<file path="src/rtl/in_pass_sync_filter.sv">
// in_pass_sync_filter: per-channel IO input pass (comb / registered / 2-flop sync / debounce).
// Debounce filter is built only with INPASS_DEBOUNCE_EN; otherwise mode 11 aliases mode 10.
module in_pass_sync_filter #(
  parameter int NUM_CH        = 4,
  parameter int FILTER_CYCLES = 4
) (
  input  logic                  UserCLK,
  input  logic                  RESETn,
  input  logic [NUM_CH-1:0]     I,
  output logic [NUM_CH-1:0]     O,
  input  logic [2*NUM_CH-1:0]   ConfigBits
);
  if (NUM_CH < 1 || FILTER_CYCLES < 2) begin : g_param_check
    $error("in_pass_sync_filter: NUM_CH must be >= 1 and FILTER_CYCLES >= 2");
  end
  logic [NUM_CH-1:0] q1, q2, filt;
  always_ff @(posedge UserCLK) begin
    if (!RESETn) begin
      q1 <= '0;
      q2 <= '0;
    end else begin
      q1 <= I;
      q2 <= q1;
    end
  end
`ifdef INPASS_DEBOUNCE_EN
  localparam int CW = $clog2(FILTER_CYCLES);
  localparam logic [CW-1:0] CNT_MAX = CW'(FILTER_CYCLES - 1);
  for (genvar n = 0; n < NUM_CH; n++) begin : g_ch
    logic [CW-1:0] cnt;
    logic          lvl;
    // a disagreement must persist FILTER_CYCLES samples of q2 before the level flips
    always_ff @(posedge UserCLK) begin
      if (!RESETn) begin
        cnt <= '0;
        lvl <= 1'b0;
      end else if (q2[n] == lvl) begin
        cnt <= '0;
      end else if (cnt == CNT_MAX) begin
        lvl <= q2[n];
        cnt <= '0;
      end else begin
        cnt <= cnt + 1'b1;
      end
    end
    assign filt[n] = lvl;
  end
`else
  assign filt = q2;
`endif
  always_comb begin
    O = '0;
    for (int k = 0; k < NUM_CH; k++)
      O[k] = ConfigBits[2*k+1] ? (ConfigBits[2*k] ? filt[k] : q2[k])
                               : (ConfigBits[2*k] ? q1[k] : I[k]);
  end
endmodule
</file>
<file path="config.mk">
export PLATFORM = sky130hd
export DESIGN_NAME = in_pass_sync_filter
export DESIGN_NICKNAME = d
export VERILOG_FILES = /design/src/rtl/in_pass_sync_filter.sv
export SDC_FILE = /design/constraint.sdc
export NUM_CORES = 1
export LEC_CHECK = 0
export CORE_AREA = 10 10 47 49
export CTS_CLUSTER_SIZE = 24
export DETAILED_ROUTE_END_ITERATION = 8
export DIE_AREA = 0 0 57 59
export PLACE_DENSITY_LB_ADDON = 0.12
export SLEW_MARGIN = 10
export SYNTH_ARGS = -nofsm -noshare
export SYNTH_HDL_FRONTEND = slang
export SYNTH_SLANG_ARGS = --single-unit
</file>
<file path="constraint.sdc">
create_clock -name UserCLK -period 1.13 [get_ports UserCLK]
set_clock_uncertainty 0.15 [all_clocks]
set_input_delay 0.226 -clock UserCLK [delete_from_list [all_inputs] [get_ports UserCLK]]
set_output_delay 0.226 -clock UserCLK [all_outputs]
set_load 0.02 [all_outputs]
</file>
==> results by group <==
Status
  • Status: finished, violations left
  • Failing checks: setup timing

Synth
  • Share of the synthesized area in the top cell type: 56.14%
  • Top FF cell, synth: dfxtp_1
  • Syn Area/Cell: around 10 um^2
  • Sequential element share of the synthesized area: ~56%
  • Synth top area cells: dfxtp_1, and2_1, mux2i_1, o21ai_1, nand2_1
  • Synth warn: 0
  • Syn Nets: 42
  • Top cells by count, synth: and2_1, dfxtp_1, mux2i_1, nand2_1, o21ai_1
  • Netlist cell types: 5
  • Gate Count Post-Synth: 28
  • Largest area contributor in the netlist: dfxtp_1
  • Post-Syn Area: 285.3 um^2
  • Ys async rst share: 0%
  • Number of synthesized flops with an enable pin: 0
  • Flops & latches, synth: 8

Global route
  • Vias in the first global route: ~300
  • First-pass GRT wire length: roughly 1.3 mm
  • GRT Util Overall: between 5 and 6%
  • Initial antenna violation count: 0
  • Total gr overflow: 0
  • Largest net degree at the start of global routing: 9

Placed design
  • Final GP Congestion: a little under 0.6
  • Pre-CTS WS: -0.8321 ns
  • Buffers on Ports: 17

Min path
  • Hold WC Path Type: in -> reg

Pwr
  • Flop pwr share: 48.6%
  • Internal power: between 400 and 500 uW
  • Leakage dissipation: about 0.23 nW
  • Comb pwr share: roughly 17%
  • Pwr per Cell Area: around 1300 nW/um^2
  • Switching Fraction: 23.24%
  • Maximum vdd drop: ~450 uV
  • P_sw: 144.7 uW
  • Overall power: between 600 and 700 uW
  • Clock network power share: about a third

Critical path
  • Crit end category: primary output
  • Worst setup SP type: flip-flop
  • Cell with the largest stage delay on the worst path: dfxtp_2
  • CP arrival: 0.94 ns
  • Worst Path Buf+Inv: 1
  • WS Path Type: reg -> out
  • Required time of the worst setup path: roughly 0.75 ns
  • CP max stage delay: ~0.32 ns
  • CP top delay family: flip-flops
  • Peak fanout along the critical path: 2
  • Crit-path cells: mux2i_2 > o21ai_2 > buf_6

Detailed routing
  • Post-DRT Antenna Nets: 0
  • Drt via density: around 4.2
  • Routed Wire Length: approximately 800 um
  • Via count: approximately 270
  • DR pass1 iterations: 2
  • DRC Markers: 0
  • Post-DR wirelength/cell: roughly 12 um
  • Starting DRC count in detailed routing: 3

Timing
  • Final hold vios: 0
  • Final worst-path setup slack: -0.1887 ns
  • RSZ-0062 raised after global routing: yes
  • Slew Limit Fails: 0
  • FMAX: 758.3 MHz
  • Endpoints failing setup: 4
  • Relative slew slack: a little under nine tenths
  • Hold WS: ~0.18 ns
  • Slew @ Worst Pin: ~0.22 ns
  • Fin crit period: 1.319 ns
  • Fin crit share: 116.7%

Floorplanning
  • Site row count: 14
  • Core Area: between 1000 and 1500 um^2
  • Total die area: 3363 um^2
  • Starting Density: between 20% and 30%
  • Chip width: 57 um
  • Die Y: 59 um
  • I/O pin total: 18

Clock tree
  • CTS tree: done
  • Clk sink count: 8
  • CTS clk-pin slew, worst paths: about 0.060 ns
  • CTS max path bufs: 2
  • Hold buffer count at CTS: 0
  • H-tree levels: 1
  • TritonCTS buffer count: 3
  • Clk root buf: clkbuf_4
  • Clock Latency Late Sink: ~0.25 ns

Job
  • Max cap viols: 0

Layout
  • Layout cells sized above 1: 28.57%
  • Area grow syn2layout: 74.12%
  • Final #Nets: 65
  • N_diodes: 0
  • Fill cell count: around 160
-- power by group through the flow --
stage | Sequential, mW | Combinational, mW | Clock, mW
2_1_floorplan | 0.305 | 0.0382 | 0
3_3_place_gp | 0.306 | 0.111 | 0
3_5_place_dp | 0.307 | 0.115 | 0
4_1_cts | 0.301 | 0.100 | 0.229
5_1_grt | 0.304 | 0.113 | 0.252
6_report | 0.302 | 0.103 | 0.217
-- logic make-up after synthesis --
family          synth area share [%]
simple gates                   22.81
flops                          56.14
mux                            14.04
compound gates                 7.018
-- registers in the layout (all words and copies together), names as in the netlist --
| signal | flops |
|---|---|
| filt | 4 |
| q1 | 4 |
-- layer usage --
layer | wire [um] | track usage, % | up-vias
met5 | 0 | 0 | -
met4 | 0 | 3.020 | 0
met3 | 105 | 4.077 | 0
met2 | 381 | 7.907 | 13
met1 | 315 | 4.578 | 122
li1 | - | - | 136
-- worst reg2reg max path, stage by stage (launching register included) --
cell and delay (ns):
dfxtp_2 0.32, buf_4 0.12, and2_1 0.12
-- layout make-up --
class / instances / area, um^2 / area share, %
multi-input cells: 20 / 132.6 / 26.70
clock buffers: 3 / 22.52 / 4.534
repair buffers: 18 / 156.4 / 31.49
well taps: 16 / 20.02 / 4.030
flip-flops and latches: 8 / 165.2 / 33.25
-- placed cells by master (no fill, tap or decap) --
master / count
and2_1: 8
o21ai_1: 3
clkbuf_4: 3
dfxtp_1: 4
mux2i_2: 1
buf_6: 1
buf_4: 4
nand2_1: 4
mux2i_1: 3
dlygate4sd2_1: 12
o21ai_2: 1
dfxtp_2: 4
clkdlybuf4s50_1: 1
-- stage by stage --
step | instances | instance area, um^2 | setup TNS (ns) | util (%)
after floorplan | 28 | 285.3 | 0 | -
after global placement | 61 | 475.5 | -3.614 | 33.93
after detailed placement | 61 | 475.5 | -3.846 | 33.93
after CTS | 64 | 481.7 | -0.7829 | 34.38
after global routing | 65 | 496.7 | -1.016 | 35.45
final | 65 | 496.7 | -0.6716 | 35.45
-- repair_timing --
item	CTS	global route
resized for setup	35	4
gates cloned	0	0
pin swaps	4	4
endpoints found under the setup margin	4	4
setup buffers	0	1
-- final timing paths --
path                            startpoint  endpoint  slack, ns  cells after the start
worst max-delay path                 q1[3]      O[3]      -0.19                      3
worst min-delay path                  I[0]     q1[0]       0.18                      2
worst max register to register       q1[2]   filt[2]       0.32                      2
worst min register to register       q1[1]   filt[1]       0.30                      1
No activity file was read; power rests on OpenSTA's default activity.
